File: src/rtl/cacheline_arbiter_pkg.sv
// rtl/cacheline_arbiter_pkg.sv - shared types and widths for the cacheline arbiter
package cacheline_arbiter_pkg;

    localparam int LINE_W = 256;
    localparam int ADDR_W = 32;

    typedef enum logic [1:0] {
        IDLE    = 2'd0,
        SERVE_I = 2'd1,
        SERVE_D = 2'd2,
        DONE    = 2'd3
    } arb_state_t;

    typedef enum logic {
        PORT_I = 1'b0,
        PORT_D = 1'b1
    } port_id_t;

endpackage

File: src/rtl/cacheline_arbiter_rr_arbiter2.sv
// rtl/cacheline_arbiter_rr_arbiter2.sv - two-requester round-robin picker, one-hot grant
module rr_arbiter2
    import cacheline_arbiter_pkg::*;
(
    input  logic [1:0] req,
    input  port_id_t   rr_last,
    output logic [1:0] grant
);

    // bit 0 is the I port, bit 1 the D port; a tie goes to whoever was not served last
    always_comb begin
        grant = 2'b00;
        case (req)
            2'b01:   grant = 2'b01;
            2'b10:   grant = 2'b10;
            2'b11:   grant = (rr_last == PORT_I) ? 2'b10 : 2'b01;
            default: grant = 2'b00;
        endcase
    end

endmodule

File: src/rtl/cacheline_arbiter.sv
// rtl/cacheline_arbiter.sv - shares one cacheline adaptor between the I-cache and D-cache miss ports
module cacheline_arbiter
    import cacheline_arbiter_pkg::*;
#(
    parameter int TIMEOUT_CYCLES = 1024,
    parameter int CNT_W          = 16
) (
    input  logic              clk,
    input  logic              reset,
    input  logic [ADDR_W-1:0] i_address,
    input  logic              i_read,
    output logic [LINE_W-1:0] i_line,
    output logic              i_resp,
    input  logic [ADDR_W-1:0] d_address,
    input  logic              d_read,
    input  logic              d_write,
    input  logic [LINE_W-1:0] d_wline,
    output logic [LINE_W-1:0] d_rline,
    output logic              d_resp,
    output logic [ADDR_W-1:0] adapt_address,
    output logic              adapt_read,
    output logic              adapt_write,
    output logic [LINE_W-1:0] adapt_wline,
    input  logic [LINE_W-1:0] adapt_rline,
    input  logic              adapt_resp,
    output logic              timeout_err
);

    localparam bit               WD_EN  = (TIMEOUT_CYCLES != 0);
    localparam logic [CNT_W-1:0] TMO    = CNT_W'(TIMEOUT_CYCLES);
    localparam logic [CNT_W-1:0] TMO_M1 = TMO - CNT_W'(1);

    arb_state_t        state, state_nxt;
    port_id_t          rr_last, rr_nxt;
    logic [CNT_W-1:0]  cnt, cnt_nxt;
    logic [ADDR_W-1:0] addr_nxt;
    logic [LINE_W-1:0] wline_nxt;
    logic              rd_nxt, wr_nxt, err_nxt;
    logic [1:0]        grant;

    rr_arbiter2 u_rr (
        .req     ({d_read | d_write, i_read}),
        .rr_last (rr_last),
        .grant   (grant)
    );

    assign i_line  = adapt_rline;
    assign d_rline = adapt_rline;
    assign i_resp  = (state == SERVE_I) && adapt_resp;
    assign d_resp  = (state == SERVE_D) && adapt_resp;

    always_ff @(posedge clk or posedge reset) begin
        if (reset) begin
            state         <= IDLE;
            rr_last       <= PORT_I;
            cnt           <= '0;
            adapt_address <= '0;
            adapt_wline   <= '0;
            adapt_read    <= 1'b0;
            adapt_write   <= 1'b0;
            timeout_err   <= 1'b0;
        end else begin
            state         <= state_nxt;
            rr_last       <= rr_nxt;
            cnt           <= cnt_nxt;
            adapt_address <= addr_nxt;
            adapt_wline   <= wline_nxt;
            adapt_read    <= rd_nxt;
            adapt_write   <= wr_nxt;
            timeout_err   <= err_nxt;
        end
    end

    always_comb begin
        state_nxt = state;
        rr_nxt    = rr_last;
        cnt_nxt   = cnt;
        addr_nxt  = adapt_address;
        wline_nxt = adapt_wline;
        rd_nxt    = adapt_read;
        wr_nxt    = adapt_write;
        err_nxt   = timeout_err;
        case (state)
            IDLE: begin
                if (grant[0]) begin
                    state_nxt = SERVE_I;
                    addr_nxt  = i_address;
                    rd_nxt    = 1'b1;
                    wr_nxt    = 1'b0;
                    cnt_nxt   = '0;
                end else if (grant[1]) begin
                    // a simultaneous read and write is taken as a write
                    state_nxt = SERVE_D;
                    addr_nxt  = d_address;
                    wline_nxt = d_wline;
                    rd_nxt    = ~d_write;
                    wr_nxt    = d_write;
                    cnt_nxt   = '0;
                end
            end
            SERVE_I, SERVE_D: begin
                if (adapt_resp) begin
                    rd_nxt    = 1'b0;
                    wr_nxt    = 1'b0;
                    rr_nxt    = (state == SERVE_I) ? PORT_I : PORT_D;
                    state_nxt = DONE;
                end else if (WD_EN && (cnt != TMO)) begin
                    // counter saturates at the limit; the transaction keeps waiting
                    cnt_nxt = cnt + CNT_W'(1);
                    if (cnt == TMO_M1)
                        err_nxt = 1'b1;
                end
            end
            DONE:    state_nxt = IDLE;
            default: state_nxt = IDLE;
        endcase
    end

endmodule

File: config.mk
export PLATFORM = sky130hd
export DESIGN_NAME = cacheline_arbiter
export DESIGN_NICKNAME = d
export VERILOG_FILES = /design/src/rtl/cacheline_arbiter_pkg.sv /design/src/rtl/cacheline_arbiter_rr_arbiter2.sv /design/src/rtl/cacheline_arbiter.sv
export SDC_FILE = /design/constraint.sdc
export NUM_CORES = 1
export LEC_CHECK = 0
export BUFFER_PORTS_ARGS = -buffer_cell sky130_fd_sc_hd__buf_2
export CAP_MARGIN = 20
export CORE_AREA = 2 2 542 544
export CTS_BUF_LIST = sky130_fd_sc_hd__clkbuf_16
export DETAILED_ROUTE_END_ITERATION = 10
export DIE_AREA = 0 0 544 546
export GPL_TIMING_DRIVEN = 0
export MAX_ROUTING_LAYER = met4
export PLACE_DENSITY = 0.31
export SLEW_MARGIN = 20
export SYNTH_ARGS = -nofsm -noshare
export SYNTH_HDL_FRONTEND = slang
export SYNTH_SLANG_ARGS = --single-unit
File: constraint.sdc
create_clock -name clk -period 14.1 [get_ports clk]
set_clock_uncertainty 0.05 [all_clocks]
set_input_delay 2.82 -clock clk [delete_from_list [all_inputs] [get_ports clk]]
set_output_delay 2.82 -clock clk [all_outputs]
set_load 0.02 [all_outputs]
==> impl_metrics.env <==
export IMPL_htreeDepth=2
export IMPL_reg2reg_depth=7
export IMPL_rsz0062_at_grt="false"
export IMPL_io_pins=1387
export IMPL_cts_buffers=49
export IMPL_r2r_start="state[0]"
export IMPL_synthFlopType="dfrtp_1"
export IMPL_detail_route_antenna_nets=0
export IMPL_cts_tree="built"
export IMPL_cts_resized_gates=0
export IMPL_ys_async_sr_fraction=1.00
export IMPL_hold_end="adapt_address[2]"
export IMPL_grt_pass1_vias=14600
export IMPL_arrival_ns=3.54
export IMPL_dieArea_sq_um=297000
export IMPL_place_ws_ns=7.60
export IMPL_pwr_share_clk=0.231
export IMPL_p_comb_frac=0.481
export IMPL_synthToLayoutAreaGrowth_pct=77.4
export IMPL_slew_headroom=0.408
export IMPL_p_sw_mw=2.45
export IMPL_worstMarginPinSlew_ns=0.885
export IMPL_vias=14600
export IMPL_grtUsageTotal=0.101
export IMPL_yosys_warnings=0
export IMPL_rr_endpoint="adapt_wline[14]"
export IMPL_drc=0
export IMPL_drv_slew=0
export IMPL_nNetsFinal=3107
export IMPL_post_route_min_period_ns=6.41
export IMPL_synthCells=1334
export IMPL_hpwl_mm=136
export IMPL_totalPowerFinal_mw=5.45
export IMPL_timing_fmax_ghz=0.156
export IMPL_path_clk_slew_ns=0.06
export IMPL_hold_class="flip-flop to flip-flop"
export IMPL_first_pass_iters=5
export IMPL_clockRootBuffer="clkbuf_16"
export IMPL_row_count=199
export IMPL_fin_tns_setup_ns=0
export IMPL_critPathLaunchType="input pin"
export IMPL_drive_above_1_share=0.788
export IMPL_hold_viol_final=0
export IMPL_worstPathRequired_ns=11.23
export IMPL_synth_edf_count=0
export IMPL_cts_setup_buffers=0
export IMPL_port_buffers=1130
export IMPL_fp_dieW_microns=544
export IMPL_peakVddDrop_uv=89.4
export IMPL_maxCapViolCount=0
export IMPL_critPathKind="input pin to primary output"
export IMPL_postLayoutSetupSlackWorst_ns=7.69
export IMPL_status="finished, final reports clean"
export IMPL_yosys_register_bits=310
export IMPL_grt_max_degree=73
export IMPL_ctsHoldBuffers=0
export IMPL_core_region_area_sq_um=292000
export IMPL_grt_pass1_wl_mm=182
export IMPL_synth_seq_area_share=0.483
export IMPL_p_per_area_nw_per_um2=191
export IMPL_grt_ovfl_total=0
export IMPL_die_y_microns=546
export IMPL_gp_congestion=0.903
export IMPL_clock_latency_ns=0.70
export IMPL_whs_path_depth=2
export IMPL_routed_wl_mm=151
export IMPL_switching_share=0.449
export IMPL_period_share=0.455
export IMPL_syn_mean_instance_area_sq_um=12.0
export IMPL_seq_power_share=0.288
export IMPL_min_from="adapt_address[2]"
export IMPL_clockBufferDepth=3
export IMPL_wl_per_cell_microns=23.0
export IMPL_syn_nets=1921
export IMPL_drt_iter0_drc=626
export IMPL_antenna_found_initial=135
export IMPL_worstSetupEndpointType="primary output"
export IMPL_p_leak_nw=13.3
export IMPL_r2r_setup_slack_ns=11.03
export IMPL_setup_violations_final=0
export IMPL_viasPerCell=2.22
export IMPL_start_util=0.0550
export IMPL_p_int_mw=3.00
export IMPL_syn_cell_area_sq_um=16100
export IMPL_synth_cell_types=37
export IMPL_crit_fanout=6
export IMPL_cts_sinks=310
==> worst max path at each step <==
| stage | start | end | slack, ns | depth (start not counted) |
|---|---|---|---|---|
| 2_1_floorplan | reset | adapt_address[0] | 2.66 | 1 |
| 3_3_place_gp | reset | adapt_address[0] | -4.07 | 2 |
| 3_5_place_dp | adapt_resp | d_resp | 7.60 | 3 |
| 4_1_cts | adapt_resp | d_resp | 7.60 | 3 |
| 5_1_grt | adapt_resp | d_resp | 7.64 | 3 |
| 6_report | adapt_resp | d_resp | 7.69 | 3 |
==> cell type report <==
| cell class | instances | area (sq um) |
|---|---|---|
| diodes | 70 | 175 |
| plain buffers | 557 | 4070 |
| clock buffers | 50 | 1250 |
| clock inverters | 37 | 288 |
| fillers | 34000 | 264000 |
| inverters | 8 | 37.5 |
| multi-input cells | 459 | 4220 |
| flip-flops and latches | 310 | 7760 |
| well taps | 3919 | 4900 |
| repair buffers | 1135 | 5780 |
==> power by group through the flow <==
| stage | Combinational, mW | Clock [mW] | Sequential [mW] |
|---|---|---|---|
| finish | 2.62 | 1.26 | 1.57 |
| global route | 2.82 | 1.37 | 1.63 |
| CTS | 2.76 | 1.35 | 1.57 |
| detailed placement | 2.76 | 0 | 1.58 |
| global placement | 2.74 | 0 | 1.58 |
| floorplan | 0.966 | 0 | 2.08 |
==> worst max-delay path, stage by stage <==
cell    delay (ns)
buf_2         0.13
and2_1        0.23
buf_2         0.33
==> flip-flops by register name, indices dropped and copies added (netlist names) <==
register and cells:
cnt 16, timeout_err 1, rr_last 1, state 2, adapt_wline 256, adapt_address 32, adapt_read 1, adapt_write 1
==> layer usage <==
| layer | part of all wire | vias to the layer above | track usage | routed length [microns] |
|---|---|---|---|---|
| met3 | 0.12 | 162 | 0.0486 | 18000 |
| li1 | - | 6438 | - | - |
| met5 | 0 | - | - | 0 |
| met1 | 0.38 | 6976 | 0.108 | 57500 |
| met2 | 0.47 | 982 | 0.165 | 71400 |
| met4 | 0.025 | 0 | 0.0248 | 3800 |
==> cells in the final DEF (no fill, tap or decap), types with 4 or more instances in the layout <==
cell type / netlist / layout
buf_4: 513 / 513
nand3_1: 6 / 6
buf_16: 0 / 4
buf_2: 28 / 1158
mux2i_1: 38 / 38
ha_1: 5 / 5
dfrtp_1: 310 / 310
o31ai_1: 6 / 5
clkinv_2: 0 / 5
a21oi_1: 10 / 10
nor4b_1: 5 / 5
diode_2: 0 / 70
clkbuf_1: 13 / 10
clkinv_4: 0 / 6
nor2_1: 7 / 7
nor4_1: 6 / 6
or4_1: 5 / 5
or3_1: 4 / 4
and2_1: 4 / 4
nand2_1: 46 / 46
clkinv_1: 0 / 11
inv_1: 8 / 13
clkbuf_16: 0 / 50
o21ai_0: 37 / 37
mux2_2: 256 / 256
==> synth_stat cells (4+ instances only) <==
library cell / count / area share
a21oi_1: 10 / 0.0031
and2_1: 4 / 0.0016
buf_2: 28 / 0.0087
buf_4: 513 / 0.24
clkbuf_1: 13 / 0.0030
dfrtp_1: 310 / 0.48
ha_1: 5 / 0.0039
inv_1: 8 / 0.0019
mux2_2: 256 / 0.18
mux2i_1: 38 / 0.024
nand2_1: 46 / 0.011
nand3_1: 6 / 0.0019
nor2_1: 7 / 0.0016
nor4_1: 6 / 0.0023
nor4b_1: 5 / 0.0027
o21ai_0: 37 / 0.012
o31ai_1: 6 / 0.0028
or3_1: 4 / 0.0016
or4_1: 5 / 0.0023
==> per-stage QoR <==
stage | util | instances | hold slack (ns) | instance area, sq um
6_report | 0.0975 | 6545 | 0.429 | 28500
3_5_place_dp | 0.0916 | 6388 | 0.419 | 26800
5_1_grt | 0.0975 | 6539 | 0.452 | 28500
3_3_place_gp | 0.0911 | 6383 | 0.413 | 26600
4_1_cts | 0.0969 | 6475 | 0.433 | 28300
2_1_floorplan | - | 1334 | 0.439 | 16100
==> kinds of logic after synthesis <==
| kind of cell | count (synthesis) | share of synthesized area |
|---|---|---|
| flip-flops | 310 | 0.483 |
| buffers and inverters | 565 | 0.255 |
| AO/OA/AOI/OAI | 61 | 0.0212 |
| XOR/XNOR | 2 | 0.00109 |
| AND/OR/NAND/NOR | 97 | 0.0320 |
| adder cells (fa/ha/maj) | 5 | 0.00390 |
| multiplexers | 294 | 0.203 |
(Power assumes the default switching activity.)
